===== src/rtl/bcd_timer_pkg.sv =====
// Shared types and helpers for the BCD countdown timer.
// Optional feature macro used by the top level: BCD_DOWN_AUTORELOAD_EN.
package bcd_timer_pkg;

   typedef logic [3:0] bcd_digit_t;

   typedef enum logic [1:0] {
      IDLE = 2'd0,
      RUN  = 2'd1,
      HOLD = 2'd2
   } state_t;

   localparam bcd_digit_t BCD_MAX = 4'd9;

   function automatic logic is_bcd(input bcd_digit_t d);
      return (d <= BCD_MAX);
   endfunction

endpackage


===== src/rtl/bcd_down_digit.sv =====
// One BCD digit built from T flip-flops with down-count toggle equations.
// borrow_out fires when this digit is stepped while at 0, so the next digit steps too.
module bcd_down_digit
   import bcd_timer_pkg::*;
(
   input  logic       clk,
   input  logic       rst,
   input  logic       en,
   input  logic       load,
   input  bcd_digit_t d,
   output bcd_digit_t q,
   output logic       borrow_out
);

   bcd_digit_t r_q;
   logic [3:0] w_t;

   // Toggle masks: 0 -> 9 wraps, every other value steps down by one.
   always_comb begin
      w_t[0] = 1'b1;
      w_t[1] = ~r_q[0] & (r_q[1] | r_q[2] | r_q[3]);
      w_t[2] = ~r_q[0] & ~r_q[1] & (r_q[2] | r_q[3]);
      w_t[3] = ~r_q[0] & ~r_q[1] & ~r_q[2];
   end

   always_ff @(posedge clk or posedge rst) begin
      if (rst) begin
         r_q <= 4'd0;
      end else if (load) begin
         r_q <= d;
      end else if (en) begin
         r_q <= r_q ^ w_t;
      end
   end

   assign q          = r_q;
   assign borrow_out = en & (r_q == 4'd0);

endmodule


===== src/rtl/bcd_downcount_timer.sv =====
// Loadable multi-digit BCD countdown timer with load/start/pause control and done pulse.
// Define BCD_DOWN_AUTORELOAD_EN to restart from the last accepted load value at terminal count.
module bcd_downcount_timer
   import bcd_timer_pkg::*;
#(
   parameter int DIGITS = 2
) (
   input  logic                  clk,
   input  logic                  rst,
   input  logic                  load,
   input  logic [4*DIGITS-1:0]   load_val,
   input  logic                  start,
   input  logic                  pause,
   output logic [4*DIGITS-1:0]   Q,
   output logic                  busy,
   output logic                  zero,
   output logic                  done,
   output logic                  load_err
);

   localparam int W = 4 * DIGITS;

   state_t         r_state;
   state_t         w_state_next;
   logic           r_done;
   logic           r_load_err;
   logic           w_done_next;
   logic           w_load_err_next;
   logic [DIGITS-1:0] w_digit_ok;
   logic [DIGITS-1:0] w_en;
   logic [DIGITS-1:0] w_borrow;
   logic [W-1:0]   w_q;
   logic [W-1:0]   w_digit_d;
   logic           w_load_ok;
   logic           w_load_accept;
   logic           w_run_en;
   logic           w_is_one;
   logic           w_reload_now;
   logic           w_digit_load;

   generate
      for (genvar gi = 0; gi < DIGITS; gi++) begin : g_digit
         assign w_digit_ok[gi] = is_bcd(load_val[4*gi +: 4]);

         if (gi == 0) begin : g_lsd
            assign w_en[gi] = w_run_en;
         end else begin : g_chain
            assign w_en[gi] = w_borrow[gi-1];
         end

         bcd_down_digit u_digit (
            .clk        (clk),
            .rst        (rst),
            .en         (w_en[gi]),
            .load       (w_digit_load),
            .d          (w_digit_d[4*gi +: 4]),
            .q          (w_q[4*gi +: 4]),
            .borrow_out (w_borrow[gi])
         );
      end
   endgenerate

   assign w_load_ok     = &w_digit_ok;
   assign w_load_accept = load & w_load_ok;
   assign w_run_en      = (r_state == RUN) & ~pause & ~load;
   assign w_is_one      = (w_q == W'(1));

`ifdef BCD_DOWN_AUTORELOAD_EN
   logic [W-1:0] r_reload;

   always_ff @(posedge clk or posedge rst) begin
      if (rst) begin
         r_reload <= '0;
      end else if (w_load_accept) begin
         r_reload <= load_val;
      end
   end

   assign w_reload_now = w_run_en & w_is_one & (r_reload != '0);
   assign w_digit_d    = w_load_accept ? load_val : r_reload;
`else
   assign w_reload_now = 1'b0;
   assign w_digit_d    = load_val;
`endif

   assign w_digit_load = w_load_accept | w_reload_now;

   always_comb begin
      w_state_next    = r_state;
      w_done_next     = 1'b0;
      w_load_err_next = 1'b0;
      if (load) begin
         if (w_load_ok) begin
            w_state_next = IDLE;
         end else begin
            w_load_err_next = 1'b1;
         end
      end else if (pause) begin
         if (r_state == RUN) begin
            w_state_next = HOLD;
         end
      end else begin
         case (r_state)
            IDLE: if (start && (w_q != '0)) w_state_next = RUN;
            RUN: begin
               if (w_is_one) begin
                  w_done_next = 1'b1;
                  if (!w_reload_now) w_state_next = IDLE;
               end else if (w_borrow[DIGITS-1]) begin
                  // Unreachable with validated loads; stops a corrupted count from wrapping forever.
                  w_state_next = IDLE;
               end
            end
            HOLD: if (start) w_state_next = RUN;
            default: w_state_next = IDLE;
         endcase
      end
   end

   always_ff @(posedge clk or posedge rst) begin
      if (rst) begin
         r_state    <= IDLE;
         r_done     <= 1'b0;
         r_load_err <= 1'b0;
      end else begin
         r_state    <= w_state_next;
         r_done     <= w_done_next;
         r_load_err <= w_load_err_next;
      end
   end

   assign Q        = w_q;
   assign busy     = (r_state == RUN) | (r_state == HOLD);
   assign zero     = (w_q == '0);
   assign done     = r_done;
   assign load_err = r_load_err;

endmodule


===== config.mk =====
export PLATFORM = sky130hd
export DESIGN_NAME = bcd_downcount_timer
export DESIGN_NICKNAME = d
export VERILOG_FILES = /design/src/rtl/bcd_timer_pkg.sv /design/src/rtl/bcd_down_digit.sv /design/src/rtl/bcd_downcount_timer.sv
export SDC_FILE = /design/constraint.sdc
export NUM_CORES = 1
export LEC_CHECK = 0
export BUFFER_PORTS_ARGS = -buffer_cell sky130_fd_sc_hd__buf_2
export CORE_MARGIN = 3
export CORE_UTILIZATION = 38
export CTS_CLUSTER_SIZE = 20
export DETAILED_ROUTE_END_ITERATION = 6
export PLACE_DENSITY_LB_ADDON = 0.3
export SLEW_MARGIN = 20
export SYNTH_ARGS = -nofsm -noshare
export SYNTH_HDL_FRONTEND = slang
export SYNTH_SLANG_ARGS = --single-unit

===== constraint.sdc =====
create_clock -name clk -period 3.15 [get_ports clk]
set_input_delay 0.4725 -clock clk [delete_from_list [all_inputs] [get_ports clk]]
set_output_delay 0.4725 -clock clk [all_outputs]
set_load 0.02 [all_outputs]

### Word-level counts from Yosys, hierarchy flattened

Cells that the tools add are included.

* register bits: 12
* input port bits: 13
* output and inout port bits: 12
* logic and storage cells: 74

* $lt $le $gt $ge: 2
* equality and inequality tests: 8
* multiplexer cells: 19
* bitwise logic cells: 30
* reductions and logical operators: 10

Operators with widths (count)
* $mux W2: 8
* $mux W4: 4
* $and A1 B1 Y1: 13
* $eq A8 B1 Y1 const B: 1
* $le A4 B4 Y1 const B: 2
* $logic_not A4 Y1: 2
* $logic_not A8 Y1: 1
* $ne A4 B4 Y1 const B: 2
* $not A1 Y1: 8
* $reduce_bool A8 Y1: 1
* $xor A4 B4 Y4: 2
* $or A1 B1 Y1: 7
* $mux W1: 6
* $pmux W2 S3: 1
* $ne A5 B4 Y1 const B: 1
* $reduce_and A5 Y1: 1
* $reduce_bool A2 Y1: 2
* $ne A3 B2 Y1 const B: 1
* $eq A2 B1 Y1 const B: 1
* $eq A2 B2 Y1 const B: 1
* $logic_not A2 Y1: 1
* $ne A2 B1 Y1 const B: 1
* $reduce_and A2 Y1: 1
* $logic_and A1 B1 Y1: 1

### Depth between registers and ports, before layout

Gate-level depths: netlist of run 1.

* depth in word-level cells: 10
* mapped depth: 6
* depth with buffers taken out: 6

### Modules after synthesis

From an unflattened synthesis of run 1, not the netlist that was laid out.

* cells, all modules: 82
* area total of the unflattened synthesis: 802.0 um^2

By module, submodules not included
* bcd_down_digit: times used 2, cells an instance 23, area an instance 234.0 um^2, sequential area each 100.1 um^2
* bcd_downcount_timer: times used 1, cells an instance 36, area an instance 334.1 um^2, sequential area each 100.1 um^2

### Worst setup path before layout of run 1

No wires, ideal clock.

* path kind: register to register
* start: register r_state[1]
* end: register g_digit[1].u_digit.r_q[2]
* setup time: 0.082 ns
* arrival: 1.617 ns
* required time: 3.068 ns
* slack: 1.451 ns
* stages on the path, launching flop included: 7
* path buffers: 0
* period minus slack after synthesis: 1.699 ns
* cell sequence: dfrtp_1 -> inv_1 -> ha_1 -> nor3b_4 -> nand4_2 -> or3b_1 -> a31oi_1

* cells in the longest elaborated chain, start to end: 5

RTL lines
* start, declared: RTL line bcd_downcount_timer.sv:23 `state_t r_state;`
* start signal, assigned: RTL line bcd_downcount_timer.sv:126 `r_state <= w_state_next;`
* $eq A2 B1 Y1: RTL line bcd_downcount_timer.sv:65 `assign w_run_en = (r_state == RUN) & ~pause & ~load;`
* $and A1 B1 Y1 (2 in a row): RTL line bcd_downcount_timer.sv:65
* $and A1 B1 Y1: RTL line bcd_down_digit.sv:37 `assign borrow_out = en & (r_q == 4'd0);`
* $reduce_bool A2 Y1 (no source line)
* end signal, assigned: RTL line bcd_down_digit.sv:32 `r_q <= r_q ^ w_t;`
* end, declared: RTL line bcd_down_digit.sv:15 `bcd_digit_t r_q;`

No other way between the ends.
A chain may end at the register's enable or synchronous reset.

### Worst setup path after layout of run 1

* start: register g_digit[1].u_digit.r_q[2]
* end: output port zero

* cells in the longest elaborated chain, start to end: 1

RTL lines
* $logic_not A8 Y1: RTL line bcd_downcount_timer.sv:134 `assign zero = (w_q == '0);`
* end, declared: RTL line bcd_downcount_timer.sv:16 `output logic zero,`

No other way between the ends.

==> metrics, run 1 <==
syn_area_per_cell=9.25 sq um; Final #Nets=125; grt ovf=0; die footprint=0.00257 sq mm; IO Port Bufs=24; synth cell count leaders=dfrtp_1 (12), nor2_1 (12), nand2_1 (7); wire per inst=12.7 um; largest net degree at the start of global routing=13; Synth area leaders=dfrtp_1 (40%), nor2_1 (5.9%), ha_1 (5.0%); H-tree depth=1; leak pwr=0.462 nW; CTS tree=done; crit path DAT=1.49 ns; Post-synth EDFFs=0; Syn-to-layout area delta=22.8%; DP Wirelength=1.28 mm; Startpoint Class=register; Worst-Skew Late Latency=0.28 ns; antenna violations before repair=0; fin crit period=1.96 ns; PwrDens=554 mW/mm^2; Async SR Flop Fraction=100%; R2R depth=6; critical path type=reg2out; setup repair bufs after CTS=0; clk root buf=clkbuf_4; Ports=25; antenna cells=0; worst slack, placed=1.27 ns; vias in the first global route=656; Sink Count=12; DRT antenna net count=0; max-slew violations=0; drc violations=0; Clock Skew=0.00797 ns; GP Congestion=0.840; layout cells sized above 1=30.6%; Top FF cell, synth=dfrtp_1; DR iter-0 viols=15; Core ar.=0.00180 sq mm; GRT Total Usage=14.5%; first-pass GRT wire length=2.81 mm; Die Y-Extent=50.7 um; Post-Syn Nets=98; Yosys top cell by area=dfrtp_1; RSZ-0062 raised after global routing=no; PostCTS Resize Cnt=0; #FFs+latches synth=12; Max VDD drop=0.000351 V; Vias=714; Hold Fails Final Rpt=0; clock slew at reported path FFs=0.08 ns; cts bufs inserted=3; Slew @ Worst Pin=0.472 ns; Post-Synthesis Cells=82; Initial Util=42.1%; post-synthesis cell type count=36; Final Cycle Share=62.3%; hold_buf cts=0; FILL cells=176; Max FO, Critical Path=7; mapped cell area=758 sq um; top cell type's share of synthesized area=39.6%; DR pass1 iterations=4; Crit. End Element=output pin; Row Count=15; Fmax=510 MHz; final setup violating endpoints=0; HP Class=in2async; via/cell ratio=5.37; relative slew slack=68.5%; Ys Warns=0; Max Cap Viol=0; setup ws final=1.19 ns; register area share after synthesis=39.6%; Routed WL=1.68 mm; CP required=2.68 ns; status=completed; R2R setup slack=1.27 ns; Fin Setup TNS=0 ns; Die Wd=50.7 um; Clock Tree Buf Depth=2
layer usage:
| metal | vias to the layer above | track usage (%) | routed length (um) |
|---|---|---|---|
| met2 | 23 | 20.2 | 731 |
| met3 | 2 | 6.53 | 157 |
| met5 | - | 0 | 0 |
| met4 | 0 | 4.93 | 11 |
| met1 | 330 | 19.6 | 785 |
| li1 | 359 | - | - |
cell families after synthesis:
kind of cell	after synthesis	synth area share (%)
muxes	1	1.32
adders and majority gates	3	4.95
AOI/OAI and AO/OA	24	21.8
and+or+nand+nor	35	27.2
DFF	12	39.6
buffers and inverters	6	3.96
xor gates and xnor gates	1	1.16
critical path, stage by stage (launching register included):
cell and delay, ns:
dfrtp_1 0.46, nor4_2 0.38, and3_1 0.21, buf_2 0.16
flip-flops by register name, summed over array words and instances, names as in the netlist:
signal,flops
done,1
g_digit.u_digit.q,8
load_err,1
r_state,2
report_power, final:
part | switching (mW) | total [mW] | leakage (nW) | internal (mW)
logic | 0.108 | 0.177 | 0.294 | 0.0687
registers | 0.0341 | 0.215 | 0.146 | 0.181
clock network | 0.0531 | 0.124 | 0.0210 | 0.0705
total | 0.196 | 0.516 | 0.462 | 0.321
cells in the final DEF (no fill, tap or decap), types with 2 or more instances in the layout:
| master | instances |
|---|---|
| a21oi_1 | 3 |
| a31oi_1 | 3 |
| and3_1 | 4 |
| buf_2 | 24 |
| clkbuf_4 | 3 |
| dfrtp_1 | 12 |
| ha_1 | 3 |
| inv_1 | 4 |
| nand2_1 | 7 |
| nand2b_1 | 2 |
| nor2_1 | 12 |
| o211ai_1 | 2 |
| o21ai_0 | 4 |
| o21ai_1 | 2 |
area by class of cell:
class	count	area [sq um]	share of cell area, %
clock buffers	4	36.3	3.90
inverters	4	15.0	1.61
multi-input cells	64	428	46.0
flip-flops and latches	12	300	32.3
well taps	25	31.3	3.36
repair buffers	24	120	12.9
stage by stage:
stage	instance area, sq um	utilization [%]	hold WS (ns)	power, mW	cells
after floorplan	758	-	0.337	0.339	82
after global routing	931	51.7	0.227	0.554	133
final	931	51.7	0.186	0.516	133
after detailed placement	895	49.7	0.505	0.395	129
after CTS	931	51.7	0.204	0.520	133
after global placement	895	49.7	0.505	0.393	129
path summary, 6_finish.rpt:
check                                         from                       to
max                        g_digit[1].u_digit.q[2]                     zero
min                                            rst  g_digit[0].u_digit.q[3]
max reg2reg                             r_state[1]  g_digit[1].u_digit.q[2]
min reg2reg                             r_state[0]               r_state[0]
max in group asynchronous                      rst               r_state[0]
min in group clk                       load_val[0]  g_digit[0].u_digit.q[0]
(Power assumes the default switching activity.)
==> inputs of run 2 (changes only) <==
--- a/config.mk
+++ b/config.mk
@@ -5,6 +5,7 @@
 export SDC_FILE = /design/constraint.sdc
 export NUM_CORES = 1
 export LEC_CHECK = 0
+export ABC_AREA = 1
 export BUFFER_PORTS_ARGS = -buffer_cell sky130_fd_sc_hd__buf_2
 export CORE_MARGIN = 3
 export CORE_UTILIZATION = 38
==> constraint.sdc (replaced) <==
create_clock -name clk -period 1.75 [get_ports clk]
set_input_delay 0.2625 -clock clk [delete_from_list [all_inputs] [get_ports clk]]
set_output_delay 0.2625 -clock clk [all_outputs]
set_load 0.02 [all_outputs]
==> run 2 against run 1 <==
The run now ends with hold timing left. Sequential power grew 70%. Core utilization shrank 2.2 points. Via count grew 6.9%. Clock skew shrank 0.0016 ns. First-iteration DRC count shrank 33%. Largest cell class unchanged. Largest power group unchanged. Highest routed layer unchanged.
==> metrics, run 2 <==
status=finished, violations left; failing checks=hold timing; Startpoint Class=register; cts bufs inserted=3 (unchanged); Final #Nets=150 (+20%); Async SR Flop Fraction=100% (unchanged); IO Port Bufs=24 (unchanged); setup repair bufs after CTS=0 (unchanged); final core occ=49.4% (-2.2 points); #FFs+latches synth=12 (unchanged); Final Cycle Share=90.2%; largest net degree at the start of global routing=16 (+3); final setup violating endpoints=0 (unchanged); HP Class=in2async; Clock Tree Buf Depth=2 (unchanged); Max Cap Viol=0 (unchanged); fin crit period=1.58 ns; Yosys top cell by area=dfrtp_1; RSZ-0062 raised after global routing=no; antenna cells=0 (unchanged); mapped cell area=845 sq um (+11%); FILL cells=209 (+19%); post-synthesis cell type count=24 (-33%); Slew @ Worst Pin=0.472 ns (+0.000203 ns); leak pwr=0.557 nW (+21%); clk root buf=clkbuf_4; Fin Setup TNS=0 ns (unchanged); Crit. End Element=output pin; Clock Skew=0.00637 ns (-0.00160 ns); die footprint=0.00282 sq mm (+10%); Ys Warns=0 (unchanged); Post-Synthesis Cells=106 (+29%); Fmax=633 MHz; Initial Util=41.4% (-0.72 points); register area share after synthesis=35.6% (-4.0 points); synth cell count leaders=nand2_1 (17), inv_1 (15), dfrtp_1 (12); grt ovf=0 (unchanged); hold_buf cts=0 (unchanged); layout cells sized above 1=40.2% (+9.6 points); Max VDD drop=0.000468 V (+33%); Cell Count Post-Placement=156 (+21%); CTS tree=done; Core ar.=0.00204 sq mm (+13%); Vias=763 (+6.9%); via/cell ratio=4.80 (-11%); Sink Count=12 (unchanged); DR iter-0 viols=10 (-5); max-slew violations=0 (unchanged); wire per inst=11.2 um (-11%); antenna violations before repair=0 (unchanged); Synth area leaders=dfrtp_1 (36%), nand2_1 (7.6%), inv_1 (6.7%); Top FF cell, synth=dfrtp_1; DP Wirelength=1.46 mm (+14%); Die Wd=53.1 um (+4.9%); Syn-to-layout area delta=19.6%; Post-synth EDFFs=0 (unchanged); top cell type's share of synthesized area=35.6% (-4.0 points); GP Congestion=0.878 (+4.4%); DRT antenna net count=0 (unchanged); Die Y-Extent=53.1 um (+4.9%); drc violations=0 (unchanged); Placement Cell Area=987 sq um (+10%); Routed WL=1.78 mm (+5.8%); DR pass1 iterations=4 (unchanged); most common cell after layout, fill and taps aside=buf_2; most common cell in the netlist=nand2_1; first-pass GRT wire length=3.06 mm (+8.8%); Worst-Skew Late Latency=0.27 ns (about the same); Post-Syn Nets=122 (+24%); CP required=1.49 ns (-1.19 ns); relative slew slack=68.5% (about the same); GRT Total Usage=14.9% (+0.42 points); vias in the first global route=729 (+11%); post-route cell area=0.00101 sq mm (+8.5%); clock slew at reported path FFs=0.07 ns (about the same); post-route insts no fill=159 (+20%); H-tree depth=1 (unchanged); max FFs per register=8 (unchanged); Max FO, Critical Path=5 (-2); commonest non-fill, non-tap cells in the layout=buf_2 (24), nand2_1 (17), inv_1 (15); register cell area after layout=300 sq um (unchanged); Multi-input gate area=459 sq um (+7.3%); PostCTS Resize Cnt=0 (unchanged); Row Count=16 (+1); Ports=25 (unchanged); crit path DAT=1.32 ns (-0.17 ns); syn_area_per_cell=7.97 sq um (-14%); critical path type=reg2out; worst hold margin=-0.0121 ns (-0.198 ns); Hold Fails Final Rpt=12 (+12); PwrDens=870 mW/mm^2 (+57%)
run 2: cell count changes in the layout (fill, tap and decap cells not counted), sizes merged, moves of 5 or more:
| cell | before | now |
|---|---|---|
| o21ai | 6 | 12 |
| inv | 4 | 19 |
| nand3 | 1 | 10 |
| nand2 | 7 | 24 |
| and3 | 5 | 0 |
run 2: final timing paths:
path                                          from                 endpoint  slack (ns)  cells past startpoint
setup reg to reg                        r_state[1]  g_digit[1].u_digit.q[3]        0.30                      7
hold reg to reg                         r_state[1]               r_state[1]        0.52                      2
setup / recovery           g_digit[0].u_digit.q[0]                     zero        0.17                      6
min in group clk                       load_val[0]  g_digit[0].u_digit.q[0]        0.20                      3
max in group asynchronous                      rst  g_digit[1].u_digit.q[3]        1.43                      2
hold / removal                                 rst                     done       -0.01                      2
run 2: power by group:
part           switching [mW]  total (mW)  leakage [nW]  internal, mW
clock network          0.0875       0.167        0.0138        0.0796
logic                   0.228       0.345         0.399         0.118
registers              0.0432       0.366         0.145         0.322
total                   0.358       0.878         0.557         0.520
run 2: routing by layer:
metal  track usage [%]  routed length [um]  share of wire (%)  vias to the layer above
li1                  -                   -                  -                      394
met1              18.8                 813                 46                      348
met2              24.8                 844                 47                       19
met3              5.07                 111                6.2                        2
met4              2.55                  12               0.67                        0
met5                 0                   0                  0                        -
run 2: critical path, stage by stage, from the launching register on:
cell and delay [ns]:
dfrtp_1 0.44, inv_2 0.10, nand2_2 0.09, nor2_4 0.15, nand2_4 0.07, inv_1 0.05
buf_2 0.15
run 2: cells by family after synthesis:
group,share of synthesized area (%)
adder cells (fa/ha/maj),4.44
AND/OR/NAND/NOR,33.9
buffers and inverters,10.1
flip-flops,35.6
AO/OA/AOI/OAI,16.0
run 2: layout make-up:
| cell class | instances | area share, % |
|---|---|---|
| sequential | 12 | 29.7 |
| timing repair buffer | 24 | 11.9 |
| clock buffer | 3 | 2.23 |
| tap | 27 | 3.35 |
| multi-input combinational | 74 | 45.5 |
| inverter | 19 | 7.31 |
run 2: metrics by stage:
| step | power (mW) | setup WS, ns |
|---|---|---|
| finish | 0.878 | 0.171 |
| global route | 0.949 | 0.0652 |
| floorplan | 0.622 | 0.469 |
| detailed placement | 0.720 | 0.317 |
| CTS | 0.891 | 0.152 |
| global placement | 0.712 | 0.357 |
==> inputs of run 3 (changes only) <==
--- a/config.mk
+++ b/config.mk
@@ -8,7 +8,7 @@
 export ABC_AREA = 1
 export BUFFER_PORTS_ARGS = -buffer_cell sky130_fd_sc_hd__buf_2
 export CORE_MARGIN = 3
-export CORE_UTILIZATION = 38
+export CORE_UTILIZATION = 25
 export CTS_CLUSTER_SIZE = 20
 export DETAILED_ROUTE_END_ITERATION = 6
 export PLACE_DENSITY_LB_ADDON = 0.3
==> run 3 against run 2 <==
The run still ends with hold timing left. Clock power is 32% higher. Final area increased by 3.5%. Clock skew barely moved. Cell count up 11%. Via count fell by 0.39%. First-iteration DRC count increased by 40%. Count of clock-buffer cells in the layout up 1. Highest routed layer unchanged.
==> metrics, run 3 (synthesized netlist as in run 2, its figures left out) <==
setup repair bufs after CTS=0 (unchanged); most common cell after layout, fill and taps aside=buf_2; Placement Cell Area=0.00101 sq mm (+2.2%); PwrDens=893 mW/mm^2 (+2.7%); DR pass1 iterations=4 (unchanged); RSZ-0062 raised after global routing=no; worst hold margin=-0.0101 ns (+0.00207 ns); commonest non-fill, non-tap cells in the layout=buf_2 (24), nand2_1 (17), inv_1 (15); Ports=25 (unchanged); wire per inst=10.5 um (-6.0%); failing checks=hold timing; FILL cells=334 (+60%); CP delay by family, top=flip-flops; Clock Skew=0.00647 ns (+0.000105 ns); Fmax=628 MHz (-0.89%); Worst-Skew Late Latency=0.27 ns (about the same); Crit. End Element=output pin; Startpoint Class=register; H-tree depth=1 (unchanged); crit path DAT=1.33 ns (about the same); CP required=1.49 ns (about the same); CP bufs+invs=3 (unchanged); Max FO, Critical Path=5 (unchanged); Fin Setup TNS=0 ns (unchanged); Die Wd=64.1 um (+21%); final setup violating endpoints=0 (unchanged); Vias=760 (-0.39%); HP Class=in2async; worst slack, placed=0.343 ns (+0.0259 ns); cell chain of the critical path=inv_2, nand2_2, nor2_4, nand2_4, inv_1, buf_2; Syn-to-layout area delta=23.7%; GP Congestion=0.803 (-8.5%); CP max-delay cell=dfrtp_1; max FFs per register=8 (unchanged); die footprint=0.00411 sq mm (+46%); hold_buf cts=0 (unchanged); Initial Util=27.0% (-14 points); drc violations=0 (unchanged); setup ws final=0.157 ns (-0.0143 ns); largest net degree at the start of global routing=16 (unchanged); DR iter-0 viols=14 (+4); Max VDD drop=0.000280 V (-40%); Max Cap Viol=0 (unchanged); IO Port Bufs=24 (unchanged); Row Count=20 (+4); DRT antenna net count=0 (unchanged); Core ar.=0.00313 sq mm (+53%); R2R depth=7 (unchanged); post-route cell area=0.00104 sq mm (+3.5%); Final Cycle Share=91.0% (+0.81 points); cts bufs inserted=3 (unchanged); layout cells sized above 1=40.6% (+0.45 points); antenna violations before repair=0 (unchanged); max-slew violations=0 (unchanged); DP Wirelength=1.55 mm (+6.3%); PostCTS Resize Cnt=0 (unchanged); Hold Fails Final Rpt=12 (unchanged); Routed WL=1.87 mm (+4.7%); Critical path origin=g_digit[0].u_digit.q[0]; Die Y-Extent=64.1 um (+21%); vias in the first global route=746 (+2.3%); clock slew at reported path FFs=0.08 ns (about the same); relative slew slack=68.0% (-0.47 points); Final #Nets=150 (unchanged); post-route insts no fill=177 (+11%); CTS tree=done; RR Endpoint=g_digit[1].u_digit.q[3]; Reg2Reg Launch Point=r_state[1]; Sink Count=12 (unchanged); R2R setup slack=0.33 ns (+0.03 ns); leak pwr=0.565 nW (+1.3%); clk root buf=clkbuf_4; grt ovf=0 (unchanged); GRT Total Usage=9.80% (-5.1 points); Cell Count Post-Placement=173 (+11%); first-pass GRT wire length=3.07 mm (+0.46%); Clock Tree Buf Depth=2 (unchanged); fin crit period=1.59 ns (+0.0143 ns); via/cell ratio=4.29 (-11%); critical path type=reg2out; antenna cells=0 (unchanged); Slew @ Worst Pin=0.479 ns (+0.00704 ns); status=finished, violations left; Crit path largest cell delay=0.45 ns (about the same)
## run 3: changes by cell type in the layout (fill, tap and decap cells not counted), sizes merged
cell	previous run	this run
clkbuf	3	4
## run 3: report_power, final
group | internal (mW) | leakage [nW] | switching [mW]
Sequential | 0.322 | 0.145 | 0.0436
Combinational | 0.118 | 0.399 | 0.229
Clock | 0.126 | 0.0210 | 0.0943
Total | 0.566 | 0.565 | 0.367
## run 3: metal layers
layer  track usage, %  share of wire [%]  up-vias
met4             3.96                1.4        0
met1             10.3                 42      343
li1                 -                  -      399
met3             3.51                4.6        2
met5                0                  0        -
met2             17.5                 52       16
## run 3: final cells by class
cell class	instances	area, sq um	area share (%)
clock buffers	4	36.3	3.47
inverters	19	73.8	7.07
multi-input cells	74	459	44.0
flip-flops and latches	12	300	28.7
well taps	44	55.1	5.27
repair buffers	24	120	11.5
## run 3: how the worst max path moves through the flow
stage	to	depth (start not counted)
final	zero	6
after floorplan	zero	5
after detailed placement	g_digit[1].u_digit.q[3]	7
after global placement	g_digit[1].u_digit.q[3]	7
after CTS	zero	6
after global routing	zero	6
## run 3: worst reg2reg max path, delay by kind of cell, from the launching register on
kind                       cells  cell delay [ns]
adders and majority gates      1             0.22
buffers and inverters          1             0.08
and+or+nand+nor                4             0.52
AOI/OAI and AO/OA              1             0.11
DFF                            1             0.39
## run 3: through the flow
| step | utilization [%] | power (mW) | hold WS (ns) |
|---|---|---|---|
| global route | 33.4 | 0.996 | 0.0329 |
| global placement | 32.2 | 0.713 | 0.312 |
| CTS | 33.4 | 0.950 | 0.0128 |
| detailed placement | 32.2 | 0.723 | 0.318 |
| floorplan | - | 0.622 | 0.127 |
| finish | 33.4 | 0.933 | -0.0101 |
